<file path="src/rtl/acq_write_arbiter_pkg.sv">
// Shared definitions for the acquisition write path.
// Provides the arbiter state encoding, a width helper and the default
// address/data widths that channel producers also use.
package acq_pkg;

  localparam int unsigned ACQ_AW = 16;
  localparam int unsigned ACQ_DW = 32;

  typedef enum logic {
    IDLE,
    WRITE
  } acq_state_t;

  // Ceiling log2, never less than 1 so that single-value fields still get a bit.
  function automatic int unsigned clog2(input int unsigned value);
    int unsigned width;
    width = 1;
    for (int unsigned w = 1; w < 32; w++) begin
      if ((32'd1 << width) < value) width = w + 1;
    end
    return width;
  endfunction

endpackage

</file>
<file path="src/rtl/acq_write_arbiter_rr_pick.sv">
// Combinational round-robin picker.
// Ports:
//   mask  - request mask, one bit per requester
//   ptr   - index searched first; search continues upward with wrap-around
//   grant - one-hot winner (all zero when mask is empty)
//   idx   - binary index of the winner (0 when mask is empty)
module rr_pick
  import acq_pkg::*;
#(
  parameter int unsigned N  = 4,
  parameter int unsigned PW = clog2(N)
) (
  input  logic [N-1:0]  mask,
  input  logic [PW-1:0] ptr,
  output logic [N-1:0]  grant,
  output logic [PW-1:0] idx
);

  // Walk offsets from farthest to nearest so the nearest hit overwrites.
  always_comb begin
    grant = '0;
    idx   = '0;
    for (int unsigned k = N; k > 0; k--) begin
      if (mask[(32'(ptr) + k - 1) % N]) begin
        grant = '0;
        grant[(32'(ptr) + k - 1) % N] = 1'b1;
        idx = PW'((32'(ptr) + k - 1) % N);
      end
    end
  end

endmodule

</file>
<file path="src/rtl/acq_write_arbiter.sv">
// Round-robin arbiter sharing one Avalon-MM write master between N_REQ
// acquisition channels.
// Ports:
//   clk_clk, reset_reset         - clock, synchronous active-high reset
//   ch_enable                    - per-channel enable (switch PIO)
//   req_valid/req_addr/req_data  - packed per-channel write requests
//   req_ready                    - one-cycle accept pulse to the granted channel
//   avm_address/avm_write/avm_writedata/avm_waitrequest - Avalon write master
//   busy                         - high while a write is outstanding
//   grant_id                     - last granted channel
//   timeout_err, clear_err       - sticky waitrequest-timeout flag and its clear
module acq_write_arbiter
  import acq_pkg::*;
#(
  parameter int unsigned N_REQ   = 4,
  parameter int unsigned AW      = ACQ_AW,
  parameter int unsigned DW      = ACQ_DW,
  parameter int unsigned TIMEOUT = 255
) (
  input  logic                    clk_clk,
  input  logic                    reset_reset,
  input  logic [N_REQ-1:0]        ch_enable,
  input  logic [N_REQ-1:0]        req_valid,
  input  logic [N_REQ*AW-1:0]     req_addr,
  input  logic [N_REQ*DW-1:0]     req_data,
  output logic [N_REQ-1:0]        req_ready,
  output logic [AW-1:0]           avm_address,
  output logic                    avm_write,
  output logic [DW-1:0]           avm_writedata,
  input  logic                    avm_waitrequest,
  output logic                    busy,
  output logic [clog2(N_REQ)-1:0] grant_id,
  output logic                    timeout_err,
  input  logic                    clear_err
);

  localparam int unsigned GW = clog2(N_REQ);
  localparam int unsigned CW = clog2(TIMEOUT + 1);

  acq_state_t      state_q, state_d;
  logic [GW-1:0]   rr_ptr;
  logic [CW-1:0]   wait_cnt;
  logic [N_REQ-1:0] eligible;
  logic [N_REQ-1:0] pick_grant;
  logic [GW-1:0]   pick_idx;
  logic [AW-1:0]   addr_arr [N_REQ];
  logic [DW-1:0]   data_arr [N_REQ];
  logic            write_done;
  logic            write_abort;
  logic [GW-1:0]   next_ptr;

  assign eligible    = req_valid & ch_enable;
  assign write_done  = (state_q == WRITE) && !avm_waitrequest;
  assign write_abort = (state_q == WRITE) && avm_waitrequest && (wait_cnt == CW'(TIMEOUT));
  assign next_ptr    = (grant_id == GW'(N_REQ - 1)) ? '0 : grant_id + GW'(1);

  always_comb begin
    for (int unsigned i = 0; i < N_REQ; i++) begin
      addr_arr[i] = req_addr[i*AW +: AW];
      data_arr[i] = req_data[i*DW +: DW];
    end
  end

  rr_pick #(
    .N  (N_REQ),
    .PW (GW)
  ) u_pick (
    .mask  (eligible),
    .ptr   (rr_ptr),
    .grant (pick_grant),
    .idx   (pick_idx)
  );

  // State register
  always_ff @(posedge clk_clk) begin
    if (reset_reset) state_q <= IDLE;
    else             state_q <= state_d;
  end

  // Next-state logic
  always_comb begin
    state_d = state_q;
    case (state_q)
      IDLE:    if (|eligible) state_d = WRITE;
      WRITE:   if (write_done || write_abort) state_d = IDLE;
      default: state_d = IDLE;
    endcase
  end

  // Output logic; ready is held off during reset so nothing is accepted
  // that the datapath will not latch.
  always_comb begin
    req_ready = '0;
    if (state_q == IDLE && !reset_reset) req_ready = pick_grant;
    avm_write = (state_q == WRITE);
    busy      = (state_q == WRITE);
  end

  // Datapath
  always_ff @(posedge clk_clk) begin
    if (reset_reset) begin
      avm_address   <= '0;
      avm_writedata <= '0;
      grant_id      <= '0;
      rr_ptr        <= '0;
      wait_cnt      <= '0;
      timeout_err   <= 1'b0;
    end else begin
      if (clear_err) timeout_err <= 1'b0;
      case (state_q)
        IDLE: begin
          if (|eligible) begin
            avm_address   <= addr_arr[pick_idx];
            avm_writedata <= data_arr[pick_idx];
            grant_id      <= pick_idx;
            wait_cnt      <= '0;
          end
        end
        WRITE: begin
          if (write_done) begin
            rr_ptr <= next_ptr;
          end else if (write_abort) begin
            rr_ptr      <= next_ptr;
            timeout_err <= 1'b1;
          end else begin
            wait_cnt <= wait_cnt + CW'(1);
          end
        end
        default: ;
      endcase
    end
  end

endmodule

</file>
<file path="config.mk">
export PLATFORM = sky130hd
export DESIGN_NAME = acq_write_arbiter
export DESIGN_NICKNAME = d
export VERILOG_FILES = /design/src/rtl/acq_write_arbiter_pkg.sv /design/src/rtl/acq_write_arbiter_rr_pick.sv /design/src/rtl/acq_write_arbiter.sv
export SDC_FILE = /design/constraint.sdc
export NUM_CORES = 1
export LEC_CHECK = 0
export ABC_AREA = 1
export BUFFER_PORTS_ARGS = -buffer_cell sky130_fd_sc_hd__buf_2
export CORE_UTILIZATION = 30
export DETAILED_ROUTE_END_ITERATION = 6
export HOLD_SLACK_MARGIN = 0.06
export SYNTH_ARGS = -nofsm -noshare
export SYNTH_HDL_FRONTEND = slang
export SYNTH_SLANG_ARGS = --single-unit
</file>
<file path="constraint.sdc">
create_clock -name clk_clk -period 3 [get_ports clk_clk]
set_clock_uncertainty 0.2 [all_clocks]
set_input_delay 0.3 -clock clk_clk [delete_from_list [all_inputs] [get_ports clk_clk]]
set_output_delay 0.3 -clock clk_clk [all_outputs]
set_load 0.1 [all_outputs]
</file>
==> results of run 1 <==
[area by class of cell]
class	instances	share of cell area (%)
diodes	1	0.0373
clock buffers	10	3.57
clock inverters	6	0.915
inverters	173	9.73
multi-input cells	567	40.6
flip-flops and latches	62	18.5
well taps	216	4.03
repair buffers	280	22.6
[power groups by stage]
stage / sequential (mW) / clock, mW / combinational (mW)
final: 1.04 / 1.06 / 2.51
after global routing: 1.05 / 1.13 / 2.70
after CTS: 1.04 / 1.10 / 2.52
after detailed placement: 1.05 / 0 / 2.51
after global placement: 1.05 / 0 / 2.51
after floorplan: 1.99 / 0 / 1.06
[state kept, by name, summed over array words and instances (netlist names)]
| name | flops |
|---|---|
| rr_ptr | 2 |
| avm_writedata | 32 |
| avm_write | 1 |
| wait_cnt | 8 |
| avm_address | 16 |
| grant_id | 2 |
| timeout_err | 1 |
[stage by stage]
step / power, mW / util, %
CTS: 4.65 / 42.0
floorplan: 3.05 / -
global route: 4.89 / 42.2
global placement: 3.56 / 40.0
finish: 4.60 / 42.2
detailed placement: 3.56 / 40.0
[path summary, 6_finish.rpt]
path | endpoint | slack, ns
worst max-delay path | req_ready[1] | 0.25
worst min register to register | avm_writedata[19]$_SDFFE_PP0P_ | 0.25
worst min-delay path | avm_writedata[10]$_SDFFE_PP0P_ | 0.08
worst max register to register | avm_writedata[23]$_SDFFE_PP0P_ | 0.38
[per-layer routing]
metal / global-route usage (%) / vias to the layer above / part of all wire (%)
li1: - / 3135 / -
met1: 24.2 / 2612 / 43
met2: 33.2 / 202 / 47
met3: 5.28 / 19 / 7.5
met4: 6.98 / 0 / 1.7
met5: 0 / - / 0
[cell usage in the layout, fill, tap and decap left out, drive strengths merged]
cell type,instances
nand2,255
o211ai,1
nor2,14
nand3,253
clkinvlp,1
dlygate4sd3,3
and3,1
o21ai,10
nor3,3
inv,171
bufinv,1
a21oi,14
nand4,3
a31oi,2
or2,1
clkinv,6
buf,276
dfxtp,62
clkbuf,11
xor2,1
diode,1
ha,8
o221ai,1
[repair_timing]
action / in CTS / in global routing
hold buffers: 3 / 0
endpoints found under the hold margin: 4 / 0
resized for setup: 0 / 11
setup endpoints to repair: 0 / 4
[critical path, delay by kind of cell (launching register included)]
family                   cells  cell delay, ns
AO/OA/AOI/OAI                3            0.46
adder cells (fa/ha/maj)      1            0.32
buffers and inverters        3            0.51
flip-flops                   1            0.40
AND/OR/NAND/NOR              3            0.23
[logic make-up (layout without fill, tap and decap cells)]
kind of cell	count (synthesis)	count (layout)	synth area share (%)
simple gates	530	530	50.0
buf+inv	221	469	19.3
flops	62	62	25.4
compound gates	28	28	3.05
fa+ha+maj	8	8	2.05
xor+xnor	1	1	0.180
other cells	0	1	0
==> impl_metrics.csv, run 1 <==
group,metric,value,unit
hold_path,worstHoldStart,"req_data[106]",
synthesis,ys_types,28,
worst_setup_path,crit_required,2.50,ns
global_route,grt_max_degree,96,
synthesis,syn_nets,1062,
floorplan,boundaryPins,261,
clock_tree,htree_levels,3,
sta,hold_ws,0.0755,ns
sta,slew_headroom,51.7,%
placement,dp_hpwl,12.2,mm
sta,min_period_over_period,91.5,%
clock_tree,cts_buffers,9,
worst_setup_path,path_class,"register to primary output",
placement,dp_cells,1295,
synthesis,avgSynthCellArea,5.74,µm²
drt,ant_nets,0,
final_layout,layout-drive-gt1-share,29.9,%
worst_setup_path,reg2reg_depth,15,
synthesis,syn_inst,850,
floorplan,rows,46,
clock_tree,cts-root-buf,"clkbuf_16",
synthesis,synth-seq-cells,62,
sta,max_freq,364,MHz
synthesis,synth_edf_count,0,
global_route,grt_pass1_wl,26.0,mm
worst_setup_path,path_max_fanout,7,
drt,drcViolationCount,0,
final_layout,fin_area,0.00670,mm²
global_route,antenna_found_initial,0,
drt,drt-total-wl,16.6,mm
synthesis,synth_area_leaders,"dfxtp_1 25%, nand3_1 25%, nand2_1 19%",
global_route,grt_usage,19.7,%
placement,place_congestion,0.824,
synthesis,ys_warn_count,0,
worst_setup_path,cpMostUsedCell,"nand2_1",
sta,fin_tns_setup,0,ns
clock_tree,clkLatencyLatePin,0.34,ns
worst_setup_path,max_stage_delay,0.40,ns
synthesis,syn_area,0.00488,mm²
worst_setup_path,crit_path_start,"rr_ptr[1]$_SDFFE_PP0P_",
final_layout,ff_latch_area,0.00124,mm²
final_layout,area_growth,37.4,%
status,outcome,"finished clean",
power,ir_drop,0.333,mV
worst_setup_path,crit_slowest_cell,"dfxtp_1",
power,clkPwrFrac,23.0,%
final_layout,nets,1305,
sta,drv_slew,0,
power,p_seq_share,22.5,%
worst_setup_path,r2r_start,"rr_ptr[1]$_SDFFE_PP0P_",
placement,place_area,0.00635,mm²
clock_tree,cts_max_path_buffers,2,
sta,worstMarginPinSlew,0.724,ns
floorplan,fp.dieH,130,µm
synthesis,synth_top_area_share,25.4,%
drt,vias,5968,
clock_tree,clkSinkCount,62,
clock_tree,clk_pin_slew,0.06,ns
synthesis,yosysSeqAreaShare,25.4,%
placement,port-buffer-count,260,
sta,rsz0062_at_grt,"false",
global_route,gr-total-overflow,0,
synthesis,synth_commonest_cells,"244 x nand2_1, 242 x nand3_1, 167 x inv_1",
worst_setup_path,end_kind,"primary output",
final_layout,multi_input_area,0.00272,mm²
power,p_sw,2.37,mW
sta,finalSetupViolCount,0,
worst_setup_path,critPathLaunchType,"register",
sta,finalCriticalPeriod,2.75,ns
drt,drt_first_pass_iters,5,
sta,hold_violations,0,
floorplan,die_w,130,µm
floorplan,core,0.0159,mm²
hold_path,hold_path_depth,5,
global_route,grt_pass1_vias,5344,
synthesis,yosysTopAreaCell,"dfxtp_1",
drt,wl_per_cell,12.6,µm
power,p_per_area,686,mW/mm²
drt,drt-vias-per-instance,4.54,
placement,place_ws,0.320,ns
final_layout,finalNonFillerCells,1315,
power,p_leak,4.12,nW
power,pwr-share-comb,54.5,%
hold_path,hp-class,"input port to register",
worst_setup_path,path_cells,"inv_2 > ha_1 > inv_1 > nand2_1 > nand2_1 > nand2_4 > o221ai_1 > o21ai_0 > a21oi_2 > buf_4",
floorplan,die_area,0.0168,mm²
drt,drt_iter0_drc,384,
synthesis,synth_most_common_cell,"nand2_1",
power,swShare,51.6,%
worst_setup_path,cp.arrival,2.25,ns
synthesis,synth_async_sr_flop_share,0,%
clock_tree,postCtsSetupRepairBufs,0,
clock_tree,tritoncts,"built",
job,drv_cap,0,
floorplan,start_util,30.7,%
synthesis,synth_flop_cell,"dfxtp_1",
final_layout,n_fill_cell,1778,
sta,setup_slack,0.254,ns
power,p_int,2.23,mW
(Power assumes the default switching activity.)
==> run 2: changes to the inputs <==
==> constraint.sdc (replaced) <==
create_clock -name clk_clk -period 3 [get_ports clk_clk]
set_clock_uncertainty 0.2 [all_clocks]
set_input_delay 0.6 -clock clk_clk [delete_from_list [all_inputs] [get_ports clk_clk]]
set_output_delay 0.6 -clock clk_clk [all_outputs]
set_load 0.1 [all_outputs]
==> impl_metrics.csv, run 2 (same netlist as run 1, synthesis figures left out) <==
group,metric,value,unit
drt,drcViolationCount,0,
clock_tree,clkLatencyLatePin,0.34,ns
worst_setup_path,rrSetupSlack,0.59,ns
status,outcome,"finished clean",
final_layout,fin_area,0.00678,mm²
floorplan,die_area,0.0168,mm²
sta,rsz0062_at_grt,"false",
worst_setup_path,crit_slowest_cell,"dfxtp_4",
final_layout,nets,1303,
clock_tree,htree_levels,3,
sta,slew_headroom,51.4,%
global_route,grt_usage,19.6,%
sta,worstMarginPinSlew,0.728,ns
sta,hold_violations,0,
global_route,grt_pass1_vias,5259,
sta,max_freq,353,MHz
floorplan,boundaryPins,261,
sta,finalSetupViolCount,0,
worst_setup_path,end_kind,"primary output",
final_layout,layout-drive-gt1-share,30.6,%
placement,port-buffer-count,260,
floorplan,core,0.0159,mm²
placement,place_congestion,0.850,
final_layout,final_cell_mix,"256 x buf_2, 243 x nand2_1, 240 x nand3_1",
power,p_leak,4.13,nW
final_layout,ff_latch_area,0.00125,mm²
final_layout,diodes,0,
floorplan,fp.dieH,130,µm
worst_setup_path,r2r-end,"avm_writedata[20]$_SDFFE_PP0P_",
power,ir_drop,0.334,mV
final_layout,multi_input_area,0.00277,mm²
drt,drt-total-wl,16.5,mm
worst_setup_path,cp.arrival,2.04,ns
drt,drt_first_pass_iters,4,
worst_setup_path,path_class,"register to primary output",
drt,drt-vias-per-instance,4.54,
worst_setup_path,path_max_fanout,8,
drt,wl_per_cell,12.6,µm
clock_tree,cts_max_path_buffers,2,
global_route,antenna_found_initial,0,
worst_setup_path,path_cells,"inv_4 > ha_4 > inv_1 > nand3_2 > nand2_4 > inv_2 > a21oi_1 > o21ai_1 > nand3_1 > a21oi_4 > buf_12",
worst_setup_path,max_stage_delay,0.38,ns
final_layout,reg_top3,"avm_writedata (32), avm_address (16), wait_cnt (8)",
hold_path,worstHoldStart,"avm_writedata[8]$_SDFFE_PP0P_",
final_layout,largest_reg_flops,32,
worst_setup_path,critPathLaunchType,"register",
placement,place_ws,0.279,ns
drt,vias,5958,
placement,dp_hpwl,12.3,mm
power,p_per_area,673,mW/mm²
drt,drt_iter0_drc,307,
final_layout,final_common_cell,"buf_2",
final_layout,regMostFlops,"avm_writedata",
floorplan,rows,46,
worst_setup_path,reg2reg_depth,15,
sta,drv_slew,0,
clock_tree,cts_buffers,9,
clock_tree,tritoncts,"built",
sta,finalCriticalPeriod,2.84,ns
final_layout,n_fill_cell,1799,
final_layout,area_growth,39.0,%
clock_tree,clkSinkCount,62,
global_route,grt_pass1_wl,25.5,mm
clock_tree,cts-root-buf,"clkbuf_16",
floorplan,start_util,30.7,%
hold_path,hold_path_end,"avm_writedata[8]$_SDFFE_PP0P_",
sta,setup_slack,0.164,ns
worst_setup_path,r2r_start,"rr_ptr[1]$_SDFFE_PP0P_",
worst_setup_path,crit_required,2.20,ns
hold_path,hold_path_depth,2,
job,drv_cap,0,
drt,ant_nets,0,
global_route,gr-total-overflow,0,
sta,min_period_over_period,94.5,%
clock_tree,clk_pin_slew,0.06,ns
global_route,grt_max_degree,55,
hold_path,hp-class,"register to register",
placement,place_area,0.00645,mm²
floorplan,die_w,130,µm
run 2: how the worst max path moves through the flow:
| stage | from | to | slack [ns] | cells after the start |
|---|---|---|---|---|
| after floorplan | rr_ptr[0]$_SDFFE_PP0P_ | req_ready[2] | -0.08 | 9 |
| after global placement | req_valid[1] | req_ready[0] | 0.31 | 13 |
| after detailed placement | req_valid[1] | req_ready[1] | 0.28 | 11 |
| after CTS | rr_ptr[1]$_SDFFE_PP0P_ | req_ready[0] | 0.03 | 11 |
| after global routing | rr_ptr[1]$_SDFFE_PP0P_ | req_ready[0] | 0.002 | 12 |
| final | rr_ptr[1]$_SDFFE_PP0P_ | req_ready[0] | 0.16 | 11 |
run 2: power by group:
group / total, mW / switching [mW] / internal (mW) / leakage, nW
combinational: 2.55 / 1.92 / 0.635 / 3.48
clock: 0.971 / 0.391 / 0.581 / 0.135
sequential: 1.04 / 0.0767 / 0.961 / 0.512
total: 4.56 / 2.38 / 2.18 / 4.13
run 2: routing by layer:
layer / wire [µm] / track usage [%]
met3: 1210 / 5.74
met1: 7190 / 23.4
met5: 0 / 0
met2: 7790 / 33.6
met4: 314 / 6.70
run 2: metrics by stage:
stage                     hold slack (ns)  std cells  utilization, %  TNS (ns)  power (mW)
final                               0.245       1312            42.7         0        4.56
after CTS                           0.248       1311            42.4         0        4.60
after global routing                0.260       1312            42.7         0        4.85
after detailed placement            0.234       1295            40.6         0        3.61
after floorplan                     0.250        850               -   -0.0795        3.06
after global placement              0.232       1295            40.6         0        3.60
run 2: critical path, delay by kind of cell, from the launching register on:
kind / cells / cell delay [ns]
buffers and inverters: 4 / 0.41
flip-flops: 1 / 0.38
AO/OA/AOI/OAI: 3 / 0.31
adder cells (fa/ha/maj): 1 / 0.27
AND/OR/NAND/NOR: 3 / 0.33
run 2: layout make-up:
cell class	count	area share [%]
clock buffers	11	3.58
clock inverters	5	0.517
inverters	173	9.65
multi-input cells	567	40.8
flip-flops and latches	62	18.4
well taps	216	3.99
repair buffers	278	23.1
run 2: what timing repair did:
action	in CTS	in global routing
endpoints found under the setup margin	3	3
setup buffers	0	1
pin swaps	0	3
resized for setup	2	12
gates cloned	0	0
hold buffers	0	0
==> run 3: changes to the inputs <==
- CORE_MARGIN: default -> 2
==> impl_metrics.csv, run 3 (same netlist as run 1, synthesis figures left out) <==
group,metric,value,unit
status,outcome,"finished clean",
hold_path,worstHoldStart,"avm_writedata[5]$_SDFFE_PP0P_",
power,ir_drop,0.329,mV
clock_tree,cts_max_path_buffers,2,
final_layout,nets,1302,
clock_tree,cts-root-buf,"clkbuf_16",
clock_tree,cts_buffers,9,
sta,min_period_over_period,93.8,%
drt,drt-vias-per-instance,4.59,
worst_setup_path,crit_required,2.20,ns
sta,slew_headroom,34.2,%
power,p_int,2.38,mW
drt,wl_per_cell,12.8,µm
power,p_leak,4.16,nW
placement,dp_cells,1293,
drt,ant_nets,0,
clock_tree,hold_buffers,0,
worst_setup_path,critPathLaunchType,"register",
floorplan,die_w,132,µm
global_route,gr-total-overflow,0,
sta,fin_tns_setup,0,ns
sta,finalCriticalPeriod,2.82,ns
floorplan,core,0.0159,mm²
clock_tree,tritoncts,"built",
final_layout,fin_area,0.00681,mm²
sta,hold_violations,0,
drt,vias,6022,
sta,drv_slew,0,
drt,drcViolationCount,0,
power,p_seq_share,21.8,%
final_layout,diodes,0,
sta,worstMarginPinSlew,0.986,ns
worst_setup_path,crit_path_start,"rr_ptr[1]$_SDFFE_PP0P_",
placement,place_area,0.00643,mm²
power,clkPwrFrac,24.6,%
power,p_sw,2.37,mW
final_layout,finalNonFillerCells,1311,
final_layout,final_cell_mix,"256 x buf_2, 244 x nand2_1, 241 x nand3_1",
worst_setup_path,reg2reg_depth,13,
power,p_per_area,697,mW/mm²
sta,finalSetupViolCount,0,
sta,max_freq,355,MHz
hold_path,hold_path_depth,2,
power,swShare,49.8,%
placement,dp_hpwl,12.4,mm
floorplan,boundaryPins,261,
clock_tree,clkLatencyLatePin,0.33,ns
global_route,grt_pass1_wl,27.5,mm
drt,drt_iter0_drc,351,
global_route,grt_usage,19.4,%
hold_path,hp-class,"register to register",
clock_tree,clk_pin_slew,0.06,ns
worst_setup_path,end_kind,"primary output",
worst_setup_path,path_class,"register to primary output",
drt,drt_first_pass_iters,5,
global_route,grt_max_degree,60,
worst_setup_path,path_max_fanout,8,
placement,port-buffer-count,260,
worst_setup_path,cp.arrival,2.02,ns
drt,drt-total-wl,16.7,mm
final_layout,largest_reg_flops,32,
job,drv_cap,0,
clock_tree,htree_levels,3,
floorplan,die_area,0.0173,mm²
final_layout,layout-drive-gt1-share,30.3,%
global_route,grt_pass1_vias,5665,
sta,rsz0062_at_grt,"false",
final_layout,final_common_cell,"buf_2",
final_layout,reg_top3,"avm_writedata (32), avm_address (16), wait_cnt (8)",
clock_tree,clkSinkCount,62,
global_route,antenna_found_initial,0,
floorplan,start_util,30.7,%
final_layout,regMostFlops,"avm_writedata",
worst_setup_path,r2r_start,"rr_ptr[1]$_SDFFE_PP0P_",
floorplan,fp.dieH,132,µm
final_layout,area_growth,39.6,%
placement,place_congestion,0.850,
floorplan,rows,46,
power,pwr-share-comb,53.6,%
run 3: through the flow:
step                hold slack, ns  utilization, %  total power [mW]  setup WS, ns
floorplan                    0.250               -              3.06       -0.0795
global placement             0.232            40.5              3.59         0.294
detailed placement           0.236            40.5              3.60         0.221
CTS                          0.249            42.6              4.79        0.0241
global route                 0.260            42.9              5.05        0.0236
finish                       0.246            42.9              4.75         0.185
run 3: per-layer routing:
metal	track usage (%)	share of wire, %	up-vias
li1	-	-	3126
met1	23.5	43	2667
met2	33.7	48	207
met3	6.02	7.7	22
met4	4.11	1.6	0
met5	0	0	-
run 3: layout make-up:
| cell class | count | area, µm² |
|---|---|---|
| fill | 1782 | 9070 |
| inverter | 173 | 654 |
| tap | 216 | 270 |
| multi-input combinational | 567 | 2760 |
| timing repair buffer | 277 | 1540 |
| clock buffer | 13 | 270 |
| clock inverter | 3 | 65.1 |
| sequential | 62 | 1250 |
run 3: what timing repair did:
action / 4_1_cts / 5_1_grt
setup endpoints to repair: 3 / 3
gates resized for setup: 2 / 9
pin swaps: 0 / 3
cloned: 0 / 0
setup buffers: 0 / 2
run 3: final timing paths:
check	to	slack (ns)
worst max register to register	avm_writedata[21]$_SDFFE_PP0P_	0.40
worst min register to register	avm_writedata[5]$_SDFFE_PP0P_	0.25
worst max-delay path	req_ready[0]	0.18
worst min-delay path	avm_writedata[5]$_SDFFE_PP0P_	0.25
run 3: worst max-delay path, stage by stage (launching register included):
cell and delay [ns]:
dfxtp_4 0.37, inv_4 0.06, ha_4 0.27, inv_2 0.04, nand3_2 0.08, nand2_4 0.09, inv_1 0.12, a21oi_1 0.05
o21ai_0 0.07, nand3_1 0.15, a21oi_4 0.19, buf_12 0.19
run 3: power groups by stage:
stage	clock network [mW]	logic (mW)	registers [mW]
floorplan	0	1.06	1.99
global placement	0	2.54	1.05
detailed placement	0	2.55	1.05
CTS	1.20	2.55	1.03
global route	1.24	2.76	1.05
finish	1.17	2.55	1.03
